## src/rtl/cacheline_adaptor.sv

```systemverilog
`timescale 1ns/1ps
`default_nettype none
// ============================================================================
// Module      : cacheline_adaptor
// Description : Converts single-handshake cache line reads/writes into
//               multi-beat memory bursts and reassembles read beats.
// Revision    : 1.0 - initial release
// ============================================================================
module cacheline_adaptor #(
    parameter int BURST_WIDTH = 64,
    parameter int BURSTS      = 4,
    parameter int LINE_WIDTH  = 256,
    parameter int ADDR_WIDTH  = 32
) (
    input  logic                   clk,
    input  logic                   rst,
    input  logic [LINE_WIDTH-1:0]  line_i,
    output logic [LINE_WIDTH-1:0]  line_o,
    input  logic [ADDR_WIDTH-1:0]  address_i,
    input  logic                   read_i,
    input  logic                   write_i,
    output logic                   resp_o,
    input  logic [BURST_WIDTH-1:0] burst_i,
    output logic [BURST_WIDTH-1:0] burst_o,
    output logic [ADDR_WIDTH-1:0]  address_o,
    output logic                   read_o,
    output logic                   write_o,
    input  logic                   resp_i
);

    localparam int c_cnt_w    = (BURSTS > 1) ? $clog2(BURSTS) : 1;
    localparam int c_offset_w = $clog2(LINE_WIDTH / 8);
    localparam logic [c_cnt_w-1:0] c_last_beat = c_cnt_w'(BURSTS - 1);

    typedef enum logic [1:0] {
        ST_IDLE = 2'd0,
        ST_RD   = 2'd1,
        ST_WR   = 2'd2,
        ST_DONE = 2'd3
    } state_t;

    state_t                             state_q, state_d;
    logic [c_cnt_w-1:0]                 cnt_q, cnt_d;
    logic [ADDR_WIDTH-c_offset_w-1:0]   addr_q, addr_d;
    logic [LINE_WIDTH-1:0]              buf_q, buf_d;
    logic [LINE_WIDTH-1:0]              line_q, line_d;

    logic w_last_beat;
    logic w_unused_offset;

    assign w_last_beat     = (cnt_q == c_last_beat);
    assign w_unused_offset = ^address_i[c_offset_w-1:0];

    // One buffer serves both directions: write data while in WR, beat assembly while in RD.
    always_comb begin
        state_d = state_q;
        cnt_d   = cnt_q;
        addr_d  = addr_q;
        buf_d   = buf_q;
        line_d  = line_q;
        case (state_q)
            ST_IDLE: begin
                if (read_i) begin
                    addr_d  = address_i[ADDR_WIDTH-1:c_offset_w];
                    buf_d   = '0;
                    cnt_d   = '0;
                    state_d = ST_RD;
                end else if (write_i) begin
                    addr_d  = address_i[ADDR_WIDTH-1:c_offset_w];
                    buf_d   = line_i;
                    cnt_d   = '0;
                    state_d = ST_WR;
                end
            end
            ST_RD: begin
                if (resp_i) begin
                    for (int k = 0; k < BURSTS; k++) begin
                        if (cnt_q == c_cnt_w'(k)) begin
                            buf_d[k*BURST_WIDTH +: BURST_WIDTH] = burst_i;
                        end
                    end
                    if (w_last_beat) begin
                        cnt_d   = '0;
                        line_d  = buf_d;
                        state_d = ST_DONE;
                    end else begin
                        cnt_d = cnt_q + 1'b1;
                    end
                end
            end
            ST_WR: begin
                if (resp_i) begin
                    if (w_last_beat) begin
                        cnt_d   = '0;
                        state_d = ST_DONE;
                    end else begin
                        cnt_d = cnt_q + 1'b1;
                    end
                end
            end
            ST_DONE: begin
                state_d = ST_IDLE;
            end
            default: begin
                state_d = ST_IDLE;
            end
        endcase
    end

    always_ff @(posedge clk or negedge rst) begin
        if (!rst) begin
            state_q <= ST_IDLE;
            cnt_q   <= '0;
            addr_q  <= '0;
            buf_q   <= '0;
            line_q  <= '0;
        end else begin
            state_q <= state_d;
            cnt_q   <= cnt_d;
            addr_q  <= addr_d;
            buf_q   <= buf_d;
            line_q  <= line_d;
        end
    end

    // Outputs depend only on registered state, never on inputs directly.
    always_comb begin
        read_o    = (state_q == ST_RD);
        write_o   = (state_q == ST_WR);
        resp_o    = (state_q == ST_DONE);
        line_o    = line_q;
        address_o = '0;
        burst_o   = '0;
        if ((state_q == ST_RD) || (state_q == ST_WR)) begin
            address_o = {addr_q, {c_offset_w{1'b0}}};
        end
        if (state_q == ST_WR) begin
            for (int k = 0; k < BURSTS; k++) begin
                if (cnt_q == c_cnt_w'(k)) begin
                    burst_o = buf_q[k*BURST_WIDTH +: BURST_WIDTH];
                end
            end
        end
    end

endmodule
`default_nettype wire

```

## config.mk

```make
export PLATFORM = sky130hd
export DESIGN_NAME = cacheline_adaptor
export DESIGN_NICKNAME = d
export VERILOG_FILES = /design/src/rtl/cacheline_adaptor.sv
export SDC_FILE = /design/constraint.sdc
export NUM_CORES = 1
export LEC_CHECK = 0
export CAP_MARGIN = 20
export CELL_PAD_IN_SITES_DETAIL_PLACEMENT = 0
export CELL_PAD_IN_SITES_GLOBAL_PLACEMENT = 1
export CORE_ASPECT_RATIO = 1.25
export CORE_MARGIN = 4
export CORE_UTILIZATION = 34
export CTS_CLUSTER_SIZE = 40
export DETAILED_ROUTE_END_ITERATION = 10
export PLACE_DENSITY_LB_ADDON = 0.1
export SYNTH_ARGS = -nofsm -noshare
export SYNTH_HDL_FRONTEND = slang
export SYNTH_SLANG_ARGS = --single-unit
export TNS_END_PERCENT = 20
```

## constraint.sdc

```tcl
create_clock -name clk -period 2.1 [get_ports clk]
set_input_delay 0.21 -clock clk [delete_from_list [all_inputs] [get_ports clk]]
set_output_delay 0.21 -clock clk [all_outputs]
set_load 0.005 [all_outputs]
```

==> reports/qor.txt, run 1 <==
Fin. Hold Viols -> 0
Worst Setup SP -> cnt_q[1]
initial drt markers -> 1966
wire per inst -> 27.8 µm
synthesized area -> 26900 µm²
maximum clock rate -> 357 MHz
failing checks -> negative setup slack
RR Endpoint -> buf_q[135]
DRT Pass-1 Iters -> 7
fin crit period -> 2800 ps
vias after detailed routing -> 25300
final setup violation count -> 328
DRC Markers -> 0
FF+latch count, synth -> 543
Port-buffer cells -> 701
setup ws final -> -698 ps
CTS tree -> done
Critical R2R Launch -> cnt_q[0]
total gr overflow -> 0
data required time of the critical path -> 1890 ps
RSZ-0062 raised after global routing -> yes
final worst-path cycle share -> 1.33
Worst Reg-to-Reg Cells -> 10
initial antenna violation count -> 24
share of cells above drive strength 1 -> 0.216
maxcap violations -> 0
Nets -> 3806
# rows -> 115
Most used DFF post-synth -> dfrtp_1
global-route wire length before repair -> 179000 µm
Synth area leaders -> dfrtp_1 51%, a221o_1 9.9%, mux2i_1 7.4%
Post-Route Setup TNS -> -67740 ps
clock insertion delay at the later pin of the skew report -> 650 ps
fillers -> 7086
Worst Path Class, Setup -> reg2out
library cells used by synthesis -> 41
leakage -> 0.0180 µW
Syn Area/Cell -> 10.3 µm²
Placer Congestion -> 0.892
largest area contributor in the netlist -> dfrtp_1
pwr/cell area -> 1340 nW/µm²
reg-to-reg slack, setup -> -280 ps
Initial Util -> 0.342
Syn Inst Count -> 2611
peak supply drop -> 0.000762 V
H-tree level count -> 2
status -> finished with violations
Total GRT Usage -> 0.286
# IOs -> 712
DRT antenna net count -> 0
number of global-route vias before repair -> 26100
maximum fanout along the worst path -> 4
core area -> 78600 µm²
area grow syn2layout -> 54.5%
Slew headroom -> 0.566
largest net degree at the start of global routing -> 71
number of vias per cell -> 5.54
CTS root buffer -> clkbuf_16
Worst-Margin Slew -> 651 ps
share of the synthesized area in the top cell type -> 0.505
Critical Path Sink -> burst_o[34]
worst hold slack -> 72.2 ps
Post-synth EDFFs -> 0
hpwl dp -> 85200 µm
chip height -> 322 µm
Setup Skew -> 18.0 ps
Worst-path clk slew -> 70 ps
sequential element share of the synthesized area -> 0.505
die area -> 83700 µm²
CTS buffer count -> 61
Synth warnings -> 0
Sink Count -> 543
Slew Viols, Final -> 0
Die W -> 260 µm
Setup crit end kind -> output pin
crit path DAT -> 2590 ps
Post-Place Worst Slack -> -659 ps
min-delay worst type -> in2async
Clock Tree Buf Depth -> 3
Synth async-reset ratio -> 1.00
Design Power -> 55600 µW
Setup crit start kind -> flip-flop
total length of routed wires -> 127000 µm
==> cell usage after synthesis, types with 9 or more instances <==
cell,number
dfrtp_1,543
nand2_1,441
a221o_1,267
and2_1,221
clkbuf_1,205
o21ai_0,201
mux2i_1,199
inv_1,68
a21oi_1,67
a21boi_1,64
nand3b_1,64
o2bb2ai_1,54
a22oi_1,44
buf_2,40
mux2_2,34
buf_8,18
buf_1,17
and3_1,12
ha_1,10
buf_4,9
==> layout by cell type, fill, tap and decap left out, types with 44 or more instances in the layout <==
master / count
clkdlybuf4s50_1: 606
dfrtp_1: 543
nand2_1: 439
a221o_1: 267
mux2i_1: 199
and2_1: 197
o21ai_0: 180
buf_4: 145
buf_12: 103
clkbuf_16: 76
buf_6: 75
buf_2: 66
inv_1: 64
nand3b_1: 64
a21oi_1: 46
o2bb2ai_1: 44
==> metrics by stage <==
stage,cells,area (µm²),utilization
floorplan,2615,26900,-
global placement,4284,36600,0.466
detailed placement,4284,36600,0.466
CTS,4510,40500,0.516
global route,4554,41500,0.529
finish,4560,41500,0.529
==> kinds of logic after synthesis <==
family / Yosys count / share of synthesized area
AOI/OAI and AO/OA: 709 / 0.201
buffers and inverters: 362 / 0.0623
adders and majority gates: 10 / 0.00465
other: 1 / 0.000139
DFF: 543 / 0.505
and+or+nand+nor: 753 / 0.138
muxes: 233 / 0.0883
==> worst max-delay path: stages (launching register included) <==
cell,delay (ps)
dfrtp_1,400
buf_6,140
ha_4,190
buf_12,140
buf_12,140
buf_12,130
buf_6,110
a221o_1,320
a21boi_2,120
buf_4,140
buf_6,90
==> registers in the layout (all words and copies together), names as in the netlist <==
register / count
line_o: 256
cnt_q: 2
state_q: 2
addr_q: 27
buf_q: 256
==> power by group <==
part	switching [µW]	total (µW)	leakage, µW	internal (µW)
registers	2520	16400	0.00732	13900
clock network	4800	11800	0.00107	7020
logic	12500	27400	0.00962	14900
total	19800	55600	0.0180	35800
==> area by class of cell <==
class | count | area, µm² | area share
clock inverter | 35 | 453 | 0.0109
inverter | 69 | 259 | 0.00623
timing repair buffer | 1054 | 11800 | 0.283
clock buffer | 80 | 1730 | 0.0416
sequential | 543 | 13600 | 0.327
tap | 1053 | 1320 | 0.0317
antenna | 16 | 40.0 | 0.000964
multi-input combinational | 1710 | 12400 | 0.299
==> what timing repair did <==
| action | in CTS | in global routing |
|---|---|---|
| setup buffers | 86 | 28 |
| gates cloned | 27 | 15 |
| endpoints found under the setup margin | 511 | 594 |
| resized for setup | 539 | 169 |
| hold endpoints to repair | 277 | 0 |
| hold buffers | 1 | 0 |
| pin swaps | 63 | 143 |
==> per-layer routing <==
metal | vias up | track usage | part of all wire
met3 | 288 | 0.0721 | 0.082
met4 | 18 | 0.125 | 0.050
met5 | - | 0 | 0.00096
li1 | 11000 | - | -
met2 | 1207 | 0.479 | 0.48
met1 | 12700 | 0.353 | 0.39
==> worst min-delay path by stage <==
| stage | from | endpoint | cells after the start |
|---|---|---|---|
| 2_1_floorplan | rst | addr_q[0] | 0 |
| 3_3_place_gp | rst | line_o[250] | 1 |
| 3_5_place_dp | rst | line_o[250] | 1 |
| 4_1_cts | rst | buf_q[60] | 2 |
| 5_1_grt | rst | line_o[250] | 2 |
| 6_report | rst | line_o[250] | 2 |
(Power assumes the default switching activity.)
==> run 2: changes to the inputs <==
--- a/config.mk
+++ b/config.mk
@@ -14,6 +14,7 @@
 export CTS_CLUSTER_SIZE = 40
 export DETAILED_ROUTE_END_ITERATION = 10
 export PLACE_DENSITY_LB_ADDON = 0.1
+export SLEW_MARGIN = 0
 export SYNTH_ARGS = -nofsm -noshare
 export SYNTH_HDL_FRONTEND = slang
 export SYNTH_SLANG_ARGS = --single-unit
==> results of run 2 <==
No change in the layout: final DEF, timing and power equal those of run 1.
==> RTL edit 1 (settings of run 1) <==
The parameter `BURST_WIDTH` goes from 64 to 96.
--- a/src/rtl/cacheline_adaptor.sv
+++ b/src/rtl/cacheline_adaptor.sv
@@ -7,7 +7,7 @@
 // Revision    : 1.0 - initial release
 // ============================================================================
 module cacheline_adaptor #(
-    parameter int BURST_WIDTH = 64,
+    parameter int BURST_WIDTH = 96,
     parameter int BURSTS      = 4,
     parameter int LINE_WIDTH  = 256,
     parameter int ADDR_WIDTH  = 32
Ports: changed (resized burst_i and burst_o); port bits go from 712 to 776. No check against the original RTL was run, so the function may have changed too.
==> RTL edit 1 against run 1 <==
  * The run still ends with setup timing left
  * Core utilization is 0.24 points lower
  * Total power is 2.2% higher
  * Wire length is 5.5% lower
  * Cell count is 3.8% lower
  * Area after synthesis is 2.0% lower
  * Sequential cell count stayed put
  * First-iteration DRC count is 16% lower
  * Final area is 3.1% lower
  * Worst setup slack better by 120 ps
  * Critical path type unchanged
  * Critical endpoint is now burst_o[41]
  * Largest power group unchanged
==> RTL edit 1: results (changes against run 1) <==
| Metric | Value |
|---|---|
| Sequential fraction of the synthesis area | 51.55% (+1.0 points) |
| First-pass GRT wire length | 172400 µm (-3.9%) |
| GR Layer Usage met3 | 7.294% (+0.085 points) |
| Initial DRC Count | 1653 (-16%) |
| IR drop worst, VDD | 0.7526 mV (-1.3%) |
| Largest cells by area after synthesis | dfrtp_1 (52%), a221o_1 (11%), mux2i_1 (9.8%) |
| Leak | 17.82 nW (-1.1%) |
| Vias in the first global route | 24.80k (-5.0%) |
| Largest net degree at the start of global routing | 68 (-4.2%) |
| Total GRT Usage | 27.68% (-0.97 points) |
| Final setup margin | -580.4 ps (+117.4 ps) |
| Most common library cells after synthesis | dfrtp_1 (543), a221o_1 (297), nand2_1 (263) |
| Violated checks | setup timing |
| Mapped Cells | 2417 (-7.4%) |
| Status | finished with violations |
| GR Layer Usage met2 | 47.53% (-0.33 points) |
| Finish-stage setup viols | 205 (-38%) |
| Synth cell types | 30 (-27%) |
| Worst-skew pair later-pin latency | 630 ps (-20 ps) |
| Setup WS pre-CTS | -290.1 ps (+369.2 ps) |
| Crit Path Max Fanout | 5 (+1) |
| Slowest stage delay, CP | 380 ps (-20 ps) |
| Worst-Margin Slew | 606.6 ps (-44.37 ps) |
| Vias/cell | 5.502 (-0.66%) |
| Placed cells | 4144 (-3.3%) |
| Nets | 3689 (-3.1%) |
-- RTL edit 1: cell types whose count changed after synthesis, moves of 64 or more --
| cell | before | now |
|---|---|---|
| nand3b_1 | 64 | 0 |
| a21oi_1 | 67 | 1 |
| a21boi_1 | 64 | 0 |
| nand2b_1 | 0 | 65 |
| nand2_1 | 441 | 263 |
| clkbuf_1 | 205 | 137 |
-- RTL edit 1: cell families after synthesis --
family	synth area share, %
AND/OR/NAND/NOR	13.85
AO/OA/AOI/OAI	18.07
flip-flops	51.55
multiplexers	11.97
buffers and inverters	4.073
adder cells (fa/ha/maj)	0.4747
other	0.01423
-- RTL edit 1: final cells by class --
class,instances,area [µm²]
fill,6833,36220
clock inverter,10,86.33
tap,1035,1295
timing repair buffer,1036,11080
multi-input combinational,1643,12320
sequential,543,13590
antenna,23,57.56
clock buffer,91,1819
inverter,6,22.52
-- RTL edit 1: worst paths after layout --
check                         startpoint           to  slack [ps]  depth (start not counted)
setup / recovery                cnt_q[0]  burst_o[41]        -580                         10
hold reg to reg              line_o[232]  line_o[232]         480                          2
setup reg to reg                cnt_q[0]   buf_q[153]        -400                         10
hold / removal                       rst   buf_q[164]         160                          2
min in group clk           address_i[22]   addr_q[17]         190                          2
max in group asynchronous            rst    buf_q[37]        1070                          3
-- RTL edit 1: repair_timing --
action                                  CTS  global route
resized for setup                       482           209
endpoints found under the hold margin    68             0
pin swaps                                63            56
endpoints found under the setup margin  397           447
buffers inserted                         64            39
cloned                                   17            10
hold buffers                              1             0
-- RTL edit 1: routing by layer --
metal  wire, µm  vias up
met4       5971       18
met1      45320    12200
met3       9214      260
met5        131        -
met2      59260     1060
li1           -    10600
-- RTL edit 1: where the power goes --
part           internal [mW]  total, mW  switching (mW)
sequential              14.5       17.8            3.31
clock                   6.02       10.5            4.48
combinational           15.4       28.5            13.1
-- RTL edit 1: worst max-delay path: cells and delay by family, from the launching register on --
kind                     cells  cell delay (ps)
flip-flops                   1              380
adder cells (fa/ha/maj)      1              150
AND/OR/NAND/NOR              2              320
buffers and inverters        6              700
AO/OA/AOI/OAI                1              280
-- RTL edit 1: through the flow --
| stage | total power, mW | TNS [ps] | hold WS, ps | utilization, % |
|---|---|---|---|---|
| 6_report | 56.84 | -81120 | 159.2 | 52.65 |
| 5_1_grt | 59.56 | -96270 | 164.5 | 52.62 |
| 2_1_floorplan | 28.45 | -205.4 | -85.59 | - |
| 3_3_place_gp | 41.27 | -38120 | 214.9 | 47.47 |
| 4_1_cts | 55.68 | -121210 | 140.0 | 51.63 |
| 3_5_place_dp | 41.62 | -34740 | 216.1 | 47.50 |
==> RTL edit 2 (config.mk and constraints of run 1) <==
Made on the original files. Put a register stage on the output `line_o`. The value now appears one clock later. The other outputs are not delayed to match.
--- a/src/rtl/cacheline_adaptor.sv
+++ b/src/rtl/cacheline_adaptor.sv
@@ -38,6 +38,8 @@
         ST_WR   = 2'd2,
         ST_DONE = 2'd3
     } state_t;
+
+    logic [LINE_WIDTH-1:0] line_c;
 
     state_t                             state_q, state_d;
     logic [c_cnt_w-1:0]                 cnt_q, cnt_d;
@@ -128,7 +130,7 @@
         read_o    = (state_q == ST_RD);
         write_o   = (state_q == ST_WR);
         resp_o    = (state_q == ST_DONE);
-        line_o    = line_q;
+        line_c    = line_q;
         address_o = '0;
         burst_o   = '0;
         if ((state_q == ST_RD) || (state_q == ST_WR)) begin
@@ -143,6 +145,10 @@
         end
     end
 
+    always_ff @(posedge clk) begin
+        line_o <= line_c;
+    end
+
 endmodule
 `default_nettype wire
 
Function: not settled (the Yosys comparison gave no result); the edit may change what the design does.
==> RTL edit 2 against run 1 <==
  * The flow still finishes with violations (setup timing)
  * Wire length increased by 6.7%
  * Area after synthesis increased by 19%
  * Count of clock-buffer cells in the layout increased by 36
  * Critical path type unchanged
  * Total power increased by 22%
  * Register-to-register slack got worse by 90 ps
  * Sequential cell count increased by 256
  * Worst setup slack improved by 2.0 ps
  * Final area increased by 14%
==> RTL edit 2: results (changes against run 1) <==
| Metric | Value |
|---|---|
| Most common library cells after synthesis | dfrtp_1 (543), nand2_1 (452), a221o_1 (270) |
| R2r worst-path depth | 11 (+1) |
| Worst hold path class | primary input to asynchronous set/reset pin |
| Post-synthesis adder-cell area fraction | 0.3911% (-0.074 points) |
| Sw frac | 33.67% (-1.9 points) |
| Reg2Reg Setup Slack | -370 ps (-90 ps) |
| Post-synth ARST share | 67.96% (-32 points) |
| Post-DP Area | 41970 µm² (+15%) |
| Nets | 4108 (+7.9%) |
| IR drop worst, VDD | 1.031 mV (+35%) |
| Vias in the first global route | 27.85k (+6.7%) |
| Fin cells | 5031 (+10%) |
| M1 wire length | 55540 µm (+13%) |
| Synth cell types | 43 (+4.9%) |
| Final setup margin | -695.8 ps (+1.982 ps) |
| Violated checks | setup timing |
| Setup TNS | -99730 ps (-32000 ps) |
| Initial DRC Count | 2160 (+9.9%) |
| Initial antenna violation count | 27 (+13%) |
| Sequential fraction of the synthesis area | 58.49% (+8.0 points) |
| CTS H-tree lvls | 3 (+1) |
| First-pass GRT wire length | 194200 µm (+8.2%) |
| Clock Path Buffers | 3 (unchanged) |
| Largest cells by area after synthesis | dfrtp_1 (42%), dfxtp_1 (16%), a221o_1 (8.4%) |
| Finished Core Util | 50.66% (-2.2 points) |
| GR Layer Usage met2 | 44.06% (-3.8 points) |
| Mux share of post-synthesis cell area | 7.063% (-1.8 points) |
| Synth Area in Compound Gates | 16.83% (-3.3 points) |
| Slowest stage delay, CP | about 410 ps |
| Vias | 26.53k (+5.0%) |
| Setup WS pre-CTS | -532.4 ps (+127.0 ps) |
| Synth Area in XOR/XNOR | 0% (unchanged) |
| Uppermost routed layer | met5 |
| Total GRT Usage | 26.39% (-2.3 points) |
| Arrival time at the worst endpoint | 2590 ps (about the same) |
| GR Layer Usage met3 | 6.140% (-1.1 points) |
| Hold_ws | 54.67 ps (-17.56 ps) |
| Reg clk slew, reported paths | 60 ps |
| Share of layout cells above drive strength 1 | 19.23% (-2.3 points) |
| Placed cells | 4716 (+10%) |
| Largest net degree at the start of global routing | 91 (+28%) |
| Reg-to-reg endpoint | buf_q[187] |
| Status | finished with violations |
| WL/cell | 26.90 µm (-3.3%) |
| Skew final | 20.67 ps (+2.717 ps) |
| Leak | 20.52 nW (+14%) |
| Crit Path Max Fanout | 8 (+4) |
| Post-CTS Setup Repair Bufs | 98 (+14%) |
| Finish-stage setup viols | 488 (+49%) |
| GRT met1 Usage | 33.70% (-1.6 points) |
| Syn avg cell area | 11.12 µm² (+8.0%) |
| PostCTS Resize Cnt | 567 (+5.2%) |
| Metal3 WL | 9856 µm (-5.2%) |
| Detailed placement HPWL | 88310 µm (+3.7%) |
| CTS Buf Count | 84 (+38%) |
| # fillers | 8255 (+16%) |
| Placer congestion estimate | 0.8651 (-3.0%) |
| Met2 wire len | 64820 µm (+6.5%) |
| Worst-Margin Slew | 522.5 ps (-128.5 ps) |
-- RTL edit 2: cell count changes after synthesis, sizes merged, moves of 3 or more --
| cell | before | now |
|---|---|---|
| o2bb2ai | 57 | 49 |
| dfxtp | 0 | 256 |
| mux2i | 199 | 192 |
| a221o | 267 | 270 |
| nand2 | 441 | 452 |
| a22oi | 44 | 47 |
| a211o | 0 | 5 |
| o21ai | 201 | 195 |
| and3 | 15 | 18 |
| mux2 | 34 | 30 |
| clkbuf | 205 | 208 |
| buf | 88 | 95 |
-- RTL edit 2: cell type report --
class,count,area share [%]
Sequential cell,799,39.63
Tap cell,1206,3.195
Multi-Input combinational cell,1709,25.37
Antenna cell,14,0.07419
Timing Repair Buffer,1078,25.02
Clock inverter,40,1.086
Clock buffer,116,5.071
Inverter,69,0.5591
-- RTL edit 2: kinds of logic (layout without fill, tap and decap cells) --
family | count (synthesis) | count (layout)
other cells | 1 | 19
simple gates | 767 | 767
mux | 222 | 222
fa+ha+maj | 10 | 10
flops | 799 | 799
buf+inv | 372 | 1303
compound gates | 705 | 705
-- RTL edit 2: power by group through the flow --
stage                     Sequential, mW  Combinational [mW]  Clock [mW]
after detailed placement            23.9                22.8           0
after global placement              23.8                22.6           0
after floorplan                     22.8                10.5           0
after global routing                24.3                29.8        16.8
final                               23.7                28.0        15.8
after CTS                           23.7                27.1        16.2
-- RTL edit 2: worst max-delay path by stage --
stage                          start          end  slack [ps]  cells past startpoint
after floorplan           state_q[0]   buf_q[100]          40                      8
after global placement      cnt_q[1]  burst_o[57]        -530                      7
after detailed placement    cnt_q[0]  burst_o[57]        -530                      7
after CTS                   cnt_q[1]  burst_o[34]        -770                     10
after global routing        cnt_q[0]  burst_o[53]        -770                     10
final                       cnt_q[1]  burst_o[57]        -700                      9
